[config.mk]
export PLATFORM = sky130hd
export DESIGN_NAME = bus_response_serializer
export DESIGN_NICKNAME = d
export VERILOG_FILES = /design/src/rtl/bus_response_serializer.sv
export SDC_FILE = /design/constraint.sdc
export NUM_CORES = 1
export LEC_CHECK = 0
export CAP_MARGIN = 20
export CELL_PAD_IN_SITES_DETAIL_PLACEMENT = 1
export CELL_PAD_IN_SITES_GLOBAL_PLACEMENT = 2
export CORE_MARGIN = 3
export CORE_UTILIZATION = 35
export DETAILED_ROUTE_END_ITERATION = 16
export PLACE_DENSITY = 0.75
export SLEW_MARGIN = 20
export SYNTH_ARGS = -nofsm -noshare
export SYNTH_HDL_FRONTEND = slang
export SYNTH_SLANG_ARGS = --single-unit
[constraint.sdc]
create_clock -name clk -period 3.3 [get_ports clk]
set_input_delay 0.33 -clock clk [delete_from_list [all_inputs] [get_ports clk]]
set_output_delay 0.33 -clock clk [all_outputs]
set_load 0.05 [all_outputs]
[src/rtl/bus_response_serializer.sv]
// Tail-of-bus read response serializer: buffers completed reads and streams ASCII frames to the UART.
// Build option ECHO_ADDR_EN: also echo the read address in each frame ('M' aaaa ' ' dddd CR LF).
module bus_response_serializer #(
    parameter int FIFO_DEPTH = 4
) (
    input  logic        clk,
    input  logic        rst_n,
    input  logic [15:0] addr_i,
    input  logic [15:0] wdata_i,
    input  logic [15:0] rdata_i,
    input  logic        rw_i,
    input  logic        valid_i,
    output logic [7:0]  data_o,
    output logic        valid_o,
    input  logic        ready_i,
    output logic        overflow_o,
    output logic        busy_o
);
    // state | meaning
    // IDLE  | no frame on the wire; pops the FIFO head when an entry is available
    // SEND  | frame register is streamed one byte per accepted handshake

`ifdef ECHO_ADDR_EN
    localparam int         ENTRY_W  = 32;
    localparam logic [3:0] LAST_IDX = 4'd11;
`else
    localparam int         ENTRY_W  = 16;
    localparam logic [3:0] LAST_IDX = 4'd6;
`endif
    localparam int               PTR_W    = (FIFO_DEPTH > 1) ? $clog2(FIFO_DEPTH) : 1;
    localparam int               CNT_W    = PTR_W + 1;
    localparam logic [CNT_W-1:0] FULL_CNT = CNT_W'(FIFO_DEPTH);

    typedef enum logic {IDLE, SEND} state_t;

    state_t              state, state_next;
    logic [3:0]          idx, idx_next;
    logic [ENTRY_W-1:0]  mem [FIFO_DEPTH];
    logic [PTR_W-1:0]    wr_ptr, rd_ptr;
    logic [CNT_W-1:0]    count, count_next;
    logic [ENTRY_W-1:0]  frame;
    logic [ENTRY_W-1:0]  entry_in;
    logic                avail_q;
    logic                push, pop, full, push_ok;
    logic [7:0]          frame_byte;
    logic                unused_inputs;

`ifdef ECHO_ADDR_EN
    assign entry_in      = {addr_i, rdata_i};
    assign unused_inputs = ^wdata_i;
`else
    assign entry_in      = rdata_i;
    assign unused_inputs = ^{wdata_i, addr_i};
`endif

    function automatic logic [7:0] hex_char(input logic [3:0] nib);
        if (nib < 4'd10)
            return 8'h30 + {4'h0, nib};
        else
            return 8'h37 + {4'h0, nib};
    endfunction

    assign push    = valid_i && !rw_i;
    assign full    = (count == FULL_CNT);
    assign push_ok = push && (!full || pop);

    always_comb begin
        count_next = count;
        case ({push_ok, pop})
            2'b10:   count_next = count + CNT_W'(1);
            2'b01:   count_next = count - CNT_W'(1);
            default: count_next = count;
        endcase
    end

    always_comb begin
        frame_byte = 8'h00;
        case (idx)
            4'd0:    frame_byte = 8'h4D;
`ifdef ECHO_ADDR_EN
            4'd1:    frame_byte = hex_char(frame[31:28]);
            4'd2:    frame_byte = hex_char(frame[27:24]);
            4'd3:    frame_byte = hex_char(frame[23:20]);
            4'd4:    frame_byte = hex_char(frame[19:16]);
            4'd5:    frame_byte = 8'h20;
            4'd6:    frame_byte = hex_char(frame[15:12]);
            4'd7:    frame_byte = hex_char(frame[11:8]);
            4'd8:    frame_byte = hex_char(frame[7:4]);
            4'd9:    frame_byte = hex_char(frame[3:0]);
            4'd10:   frame_byte = 8'h0D;
            4'd11:   frame_byte = 8'h0A;
`else
            4'd1:    frame_byte = hex_char(frame[15:12]);
            4'd2:    frame_byte = hex_char(frame[11:8]);
            4'd3:    frame_byte = hex_char(frame[7:4]);
            4'd4:    frame_byte = hex_char(frame[3:0]);
            4'd5:    frame_byte = 8'h0D;
            4'd6:    frame_byte = 8'h0A;
`endif
            default: frame_byte = 8'h00;
        endcase
    end

    always_comb begin
        state_next = state;
        idx_next   = idx;
        pop        = 1'b0;
        valid_o    = 1'b0;
        data_o     = 8'h00;
        case (state)
            IDLE: begin
                // avail_q lags the count by a cycle, so a fresh entry into an empty FIFO waits one extra cycle
                if (avail_q && (count != '0)) begin
                    pop        = 1'b1;
                    idx_next   = 4'd0;
                    state_next = SEND;
                end
            end
            SEND: begin
                valid_o = 1'b1;
                data_o  = frame_byte;
                if (ready_i) begin
                    if (idx == LAST_IDX) begin
                        idx_next   = 4'd0;
                        state_next = IDLE;
                    end else begin
                        idx_next = idx + 4'd1;
                    end
                end
            end
            default: state_next = IDLE;
        endcase
    end

    always_ff @(posedge clk) begin
        if (push_ok)
            mem[wr_ptr] <= entry_in;
    end

    always_ff @(posedge clk) begin
        if (!rst_n) begin
            state      <= IDLE;
            idx        <= 4'd0;
            wr_ptr     <= '0;
            rd_ptr     <= '0;
            count      <= '0;
            frame      <= '0;
            avail_q    <= 1'b0;
            overflow_o <= 1'b0;
            busy_o     <= 1'b0;
        end else begin
            state   <= state_next;
            idx     <= idx_next;
            count   <= count_next;
            avail_q <= (count != '0);
            if (push_ok)
                wr_ptr <= wr_ptr + PTR_W'(1);
            if (pop) begin
                rd_ptr <= rd_ptr + PTR_W'(1);
                frame  <= mem[rd_ptr];
            end
            if (push && full && !pop)
                overflow_o <= 1'b1;
            busy_o <= (count_next != '0) || (state_next == SEND);
        end
    end

endmodule

==> results.cfg, run 1 <==
[clock_tree]
cts_hold_buffers = 0
cts_num_sinks = 95
cts_tree = done
cts_max_path_buffers = 2
cts-resized-gates = 0
cts-root-buf = clkbuf_16
cts_made_buffers = 9
postCtsSetupBuffers = 0
htreeDepth = 3
clk_latency_ns = 0.36
clkTransAtPathRegs_ns = 0.07

[final_layout]
area_delta_synth_final_pct = 16.9
n_antenna_cell = 0
drive_gt1_share_pct = 12.7
final_nets = 451
utilization_pct = 42.6

[synthesis]
synth-xor-area-share_pct = 1.94
synthDominantCellAreaShare_pct = 43.2
synth_mux_area_share_pct = 8.11
yosysSeqAreaShare_pct = 57.2
yosysWarnings = 0
synth_fp_nets = 423
yosysTopAreaCell = edfxtp_1
synth-edff-count = 64
syn_area_um2 = 4440
yosysMostFrequentCell = edfxtp_1
synthSimpleGateAreaFrac_pct = 13.0
synth_compound_area_share_pct = 13.1
ys.flop_type = edfxtp_1
synth_common_cells = edfxtp_1, nand2_1, dfxtp_1
synthCells = 361
synthAdderAreaFrac_pct = 2.70
ys_seq_elements = 95
synthTopCellsByArea = edfxtp_1, dfxtp_1, mux4_2, nand2_1, ha_1
ys_types = 58
synth_top_family_by_area = compound AO/OA/AOI/OAI gates
postSynth.asyncResetShare_pct = 0
avgSynthCellArea_um2 = 12.3

[power]
p_int_mw = 1.88
ir_drop_v = 0.000325
seq_power_share_pct = 52.9
netSwitchingPower_mw = 0.566
clkPwrFrac_pct = 42.6
power.density_nw_per_um2 = 472
p_leak_nw = 1.60
switching_share_pct = 23.1
pwr-share-comb_pct = 4.4

[min_path]
hold_end = frame[1]
hp-start = frame[1]
hold_class = reg -> reg
hold_depth = 2

[global_route]
grt_pass1_vias = 2956
grt_max_degree = 32
grt_pass1_wl_um = 15100
overflow = 0
antenna_found_initial = 0
grt_util_all_layers_pct = 13.7

[setup_path]
startpoint_type = flop
cp.required_ns = 2.97
arrival_ns = 2.67
reg2reg_slack_ns = 1.06
reg2regPathDepth = 7
setup.worst_path.end_class = primary output
r2r_start = state
crit_type = reg -> out
crit_fanout = 15
r2r-end = busy_o

[floorplanning]
chipWidth_um = 119
core_area_um2 = 12200
die_area_um2 = 14100
initial_utilization_pct = 36.4
io_pins = 64
rows = 40
die_height_um = 119

[sta]
worst_slew_pin_slew_ns = 0.977
setup_tns_ns = 0
slew_headroom_pct = 34.6
drv_slew = 0
hold_viol_final = 0
max_freq_ghz = 0.334
period_minus_slack_ns = 3.00
setup_viol = 0
skew_ns = 0.00973
fin_crit_sh_pct = 90.8
rsz0062_at_grt = no

[place]
routabilityCongestion = 0.728
port-buffer-count = 30
place_hpwl_um = 6300

[detailed_routing]
ant_nets = 0
wl_per_cell_um = 16.1
dr.pass1.iters = 4
vias = 2824
wl_um = 9050
drt_iter0_markers = 139
vias_per_cell = 5.02
drc_errors = 0

[flow_run]
maxCapViolCount = 0

[outcome]
outcome = completed
-- how the worst max path moves through the flow --
stage	startpoint	endpoint	slack [ns]	cells past startpoint
6_report	idx[0]	data_o[0]	0.30	5
5_1_grt	idx[0]	data_o[5]	0.11	5
4_1_cts	idx[0]	data_o[0]	0.30	5
3_5_place_dp	frame[2]	data_o[3]	0.68	6
3_3_place_gp	frame[2]	data_o[3]	0.65	6
2_1_floorplan	state	busy_o	0.76	9
-- routing by layer --
metal  routed length (um)  share of wire, %  GRT usage [%]  up-vias
met5                    0                 0              0        -
met4                  215               2.4           6.95        0
met3                  331               3.7           3.06       13
met2                 4170                46           21.4       46
met1                 4340                48           17.8     1382
li1                     -                 -              -     1383
-- power groups by stage --
stage          combinational, mW  sequential, mW  clock (mW)
2_1_floorplan             0.0587            1.32           0
3_3_place_gp               0.107            1.32           0
3_5_place_dp               0.111            1.32           0
4_1_cts                    0.111            1.30        1.07
5_1_grt                    0.119            1.30        1.12
6_report                   0.109            1.30        1.04
-- worst max-delay path, stage by stage (launching register included) --
cell and delay, ns:
dfxtp_1 0.45, nor2_1 0.31, and2_0 0.36, a22oi_1 0.14
a31oi_1 0.21, clkdlybuf4s50_1 0.83
-- area by class of cell --
| type | count | area [um2] |
|---|---|---|
| fillers | 1330 | 7020 |
| well taps | 168 | 210 |
| repair buffers | 38 | 360 |
| inverters | 12 | 45.0 |
| flip-flops and latches | 95 | 2540 |
| clock inverters | 7 | 81.3 |
| multi-input cells | 233 | 1730 |
| clock buffers | 9 | 225 |
-- state kept, by name (all words and copies together) (netlist names) --
register and count:
mem 64, busy_o 1, count 3, idx 4
state 1, frame 16, avail_q 1, overflow_o 1
rd_ptr 2, wr_ptr 2
-- per-stage QoR --
stage	power (mW)	instances	area, um2	hold slack, ns	setup slack [ns]
floorplan	1.38	361	4440	0.429	0.756
global placement	1.43	546	4890	0.487	0.654
detailed placement	1.44	546	4890	0.493	0.684
CTS	2.48	562	5200	0.504	0.298
global route	2.54	562	5200	0.542	0.111
finish	2.45	562	5200	0.502	0.304
-- cells by family after synthesis --
logic type | count (synthesis)
muxes | 16
DFF | 95
other | 1
adders and majority gates | 9
buffers and inverters | 33
xor gates and xnor gates | 9
AOI/OAI and AO/OA | 84
and+or+nand+nor | 114
-- layout by cell type (no fill, tap or decap), types with 10 or more instances in the layout --
cell type,netlist,layout
edfxtp_1,64,64
a21boi_1,10,10
clkdlybuf4s50_1,0,30
dfxtp_1,31,31
nor2b_1,11,11
mux4_2,16,16
a21boi_0,10,10
a21oi_1,17,17
nor2_1,13,13
nand2_1,50,50
o21ai_0,14,14
inv_1,12,12
(Power assumes the default switching activity.)
==> run 2, diff against run 1 <==
--- a/config.mk
+++ b/config.mk
@@ -8,7 +8,7 @@
 export CAP_MARGIN = 20
 export CELL_PAD_IN_SITES_DETAIL_PLACEMENT = 1
 export CELL_PAD_IN_SITES_GLOBAL_PLACEMENT = 2
-export CORE_MARGIN = 3
+export CORE_MARGIN = 5
 export CORE_UTILIZATION = 35
 export DETAILED_ROUTE_END_ITERATION = 16
 export PLACE_DENSITY = 0.75
==> results.cfg, run 2 (synthesis results as in run 1) <==
[floorplanning]
chipWidth_um = 123
core_area_um2 = 12500
die_area_um2 = 15100
initial_utilization_pct = 35.5
io_pins = 64
rows = 41
die_height_um = 123

[sta]
setup_tns_ns = 0
period_minus_slack_ns = 3.04
worst_slew_pin_slew_ns = 0.958
fin_crit_sh_pct = 92.1
whs_ns = 0.506
slew_headroom_pct = 35.9
max_freq_ghz = 0.329
skew_ns = 0.00925
drv_slew = 0
rsz0062_at_grt = no
setup_slack_ns = 0.260
setup_viol = 0
hold_viol_final = 0

[final_layout]
largest_reg_flops = 64
top_register = mem
multiInputGateArea_um2 = 1730
fillers = 1338
instances_no_fill = 565
area_delta_synth_final_pct = 16.4
layout.cell_area.non_filler_um2 = 5170
layout_common_cells = edfxtp_1, nand2_1, dfxtp_1, clkdlybuf4s50_1, a21oi_1
layout_commonest_cell = edfxtp_1
regArea_um2 = 2540
utilization_pct = 41.3
top_regs = mem x64, frame x16, idx x4
n_antenna_cell = 0
final_nets = 450
drive_gt1_share_pct = 12.5

[place]
dp_cells = 549
routabilityCongestion = 0.756
port-buffer-count = 30
place_hpwl_um = 6380
pre_cts_slack_ns = 0.584
place_area_um2 = 4890

[outcome]
outcome = completed

[detailed_routing]
vias = 2819
dr.pass1.iters = 4
ant_nets = 0
vias_per_cell = 4.99
wl_per_cell_um = 15.9
wl_um = 8990
drt_iter0_markers = 82
drc_errors = 0

[global_route]
grt_pass1_vias = 3005
overflow = 0
grt_max_degree = 32
grt_util_all_layers_pct = 12.9
antenna_found_initial = 0
grt_pass1_wl_um = 15100

[clock_tree]
cts-resized-gates = 0
cts_made_buffers = 9
cts_tree = done
htreeDepth = 3
cts_max_path_buffers = 2
postCtsSetupBuffers = 0
cts_num_sinks = 95
cts-root-buf = clkbuf_16
cts_hold_buffers = 0
clk_latency_ns = 0.34
clkTransAtPathRegs_ns = 0.07

[setup_path]
worst-path-buf-inv = 1
crit_fanout = 13
critPathSlowestCell = clkdlybuf4s50_1
setup.worst_path.end_class = primary output
critPathTopFamily = buffers and inverters
arrival_ns = 2.71
cp.required_ns = 2.97
cpPeakStageDelay_ns = 0.81
startpoint_type = flop
crit_type = reg -> out
path_cells = nand2b_1 > a211oi_1 > a2111oi_0 > a311oi_1 > nor2_1 > clkdlybuf4s50_1

[power]
ir_drop_v = 0.000357
total_power_mw = 2.40
p_leak_nw = 1.58
power.density_nw_per_um2 = 464

[min_path]
hold_class = reg -> reg

[flow_run]
maxCapViolCount = 0
run 2: changes by cell type in the layout (fill, tap and decap cells not counted):
cell        previous run  this run
clkinv_8               2         0
clkinvlp_4             0         2
buf_4                  8         7
clkinv_2               0         1
clkinv_4               1         0
inv_6                  2         1
inv_8                  2         3
run 2: area by class of cell:
class / count / share of cell area, %
clock inverters: 7 / 1.21
well taps: 172 / 4.16
multi-input cells: 233 / 33.5
flip-flops and latches: 95 / 49.1
inverters: 12 / 0.870
repair buffers: 37 / 6.82
clock buffers: 9 / 4.35
run 2: per-layer routing:
| layer | part of all wire, % | global-route usage, % |
|---|---|---|
| met1 | 47 | 16.5 |
| met2 | 49 | 21.9 |
| met4 | 1.8 | 5.46 |
| met3 | 2.5 | 1.98 |
| met5 | 0 | 0 |
run 2: worst reg2reg max path: stages, from the launching register on:
cell and delay (ns):
dfxtp_1 0.42, or2b_4 0.35, nor2_2 0.11, nand2_1 0.08
fa_1 0.55, nand3_1 0.09, a221o_1 0.38, o21a_1 0.18
run 2: power by group:
group          total [mW]  switching [mW]  internal (mW)  leakage, nW
Combinational       0.108          0.0547         0.0533        0.609
Clock               0.997           0.469          0.528        0.138
Sequential           1.30         0.00698           1.29        0.831
Total                2.40           0.531           1.87         1.58
run 2: path summary, 6_finish.rpt:
check | startpoint | slack (ns) | cells past startpoint | to
setup / recovery | idx[1] | 0.26 | 6 | data_o[3]
hold reg to reg | overflow_o | 0.51 | 2 | overflow_o
hold / removal | overflow_o | 0.51 | 2 | overflow_o
setup reg to reg | state | 1.03 | 7 | busy_o
==> run 3, diff against run 2 <==
--- a/config.mk
+++ b/config.mk
@@ -11,6 +11,8 @@
 export CORE_MARGIN = 5
 export CORE_UTILIZATION = 35
 export DETAILED_ROUTE_END_ITERATION = 16
+export GPL_ROUTABILITY_DRIVEN = 0
+export MAX_ROUTING_LAYER = met4
 export PLACE_DENSITY = 0.75
 export SLEW_MARGIN = 20
 export SYNTH_ARGS = -nofsm -noshare
==> results.cfg, run 3 (synthesis results as in run 1) <==
[outcome]
outcome = completed

[clock_tree]
cts_made_buffers = 9
clk_latency_ns = 0.34
cts-root-buf = clkbuf_16
cts_tree = done
postCtsSetupBuffers = 0
cts_max_path_buffers = 2
cts-resized-gates = 0
cts_num_sinks = 95
cts_hold_buffers = 0
clkTransAtPathRegs_ns = 0.07
htreeDepth = 3

[detailed_routing]
dr.pass1.iters = 4
wl_um = 8970
ant_nets = 0
vias_per_cell = 4.99
drt_iter0_markers = 82
wl_per_cell_um = 15.9
vias = 2817
drc_errors = 0

[floorplanning]
core_area_um2 = 12500
chipWidth_um = 123
initial_utilization_pct = 35.5
die_height_um = 123
rows = 41
io_pins = 64
die_area_um2 = 15100

[power]
seq_power_share_pct = 54.0
netSwitchingPower_mw = 0.532
clkPwrFrac_pct = 41.5
pwr-share-comb_pct = 4.5
power.density_nw_per_um2 = 465
p_leak_nw = 1.58
p_int_mw = 1.87
switching_share_pct = 22.1
ir_drop_v = 0.000357

[final_layout]
n_antenna_cell = 0
final_nets = 450
area_delta_synth_final_pct = 16.4
largest_reg_flops = 64
top_regs = mem x64, frame x16, idx x4
top_register = mem
layout.cell_area.non_filler_um2 = 5170
fillers = 1338
drive_gt1_share_pct = 12.5
layout_commonest_cell = edfxtp_1
layout_common_cells = edfxtp_1, nand2_1, dfxtp_1, clkdlybuf4s50_1, a21oi_1

[global_route]
grt_max_degree = 32
grt_pass1_vias = 3000
overflow = 0
grt_pass1_wl_um = 15100
grt_util_all_layers_pct = 13.3
antenna_found_initial = 0

[setup_path]
setup.worst_path.end_class = primary output
arrival_ns = 2.71
cp.required_ns = 2.97
crit_fanout = 13
crit_type = reg -> out
r2r_start = state
critPathLaunch = idx[1]
startpoint_type = flop

[sta]
whs_ns = 0.506
fin_crit_sh_pct = 92.2
slew_headroom_pct = 35.7
hold_viol_final = 0
period_minus_slack_ns = 3.04
setup_tns_ns = 0
skew_ns = 0.0104
setup_viol = 0
worst_slew_pin_slew_ns = 0.962
max_freq_ghz = 0.329
drv_slew = 0
rsz0062_at_grt = no

[place]
port-buffer-count = 30
place_area_um2 = 4890
place_hpwl_um = 6380

[min_path]
hp-start = frame[0]
hold_class = reg -> reg

[flow_run]
maxCapViolCount = 0
-- run 3: cell counts in the layout (fill, tap and decap cells not counted) --
No cell type changed its count.
-- run 3: metal layers --
layer  part of all wire, %  GRT usage [%]  vias up
met5                     0              -        -
met4                   1.7           5.46        0
met3                   2.4           1.94        8
met2                    49           21.9       36
met1                    47           16.6     1391
li1                      -              -     1382
-- run 3: power groups by stage --
stage / clock network [mW] / logic (mW) / registers [mW]
detailed placement: 0 / 0.111 / 1.32
finish: 0.999 / 0.108 / 1.30
floorplan: 0 / 0.0587 / 1.32
global placement: 0 / 0.106 / 1.32
CTS: 1.03 / 0.111 / 1.30
global route: 1.07 / 0.119 / 1.30
-- run 3: final cells by class --
cell class                      instances  area [um2]  area share [%]
Inverter                               12        45.0           0.870
Sequential cell                        95        2540            49.1
Tap cell                              172         215            4.16
Clock buffer                            9         225            4.35
Multi-Input combinational cell        233        1730            33.5
Clock inverter                          7        62.6            1.21
Timing Repair Buffer                   37         353            6.82
-- run 3: worst max-delay path, cell delays in order (launching register included) --
cell             delay, ns
dfxtp_1               0.55
nand2b_1              0.21
a211oi_1              0.06
a2111oi_0             0.51
a311oi_1              0.11
nor2_1                0.11
clkdlybuf4s50_1       0.81
-- run 3: final timing paths --
check / slack, ns / endpoint / cells after the start
setup / recovery: 0.26 / data_o[3] / 6
hold reg to reg: 0.51 / frame[0] / 2
setup reg to reg: 1.04 / busy_o / 7
hold / removal: 0.51 / frame[0] / 2
-- run 3: stage by stage --
stage / std cells / total power, mW / setup slack [ns] / util [%]
final: 565 / 2.40 / 0.258 / 41.3
after CTS: 565 / 2.44 / 0.207 / 41.3
after detailed placement: 549 / 1.44 / 0.584 / 39.0
after floorplan: 361 / 1.38 / 0.756 / -
after global placement: 549 / 1.43 / 0.607 / 39.0
after global routing: 565 / 2.49 / 0.0453 / 41.3
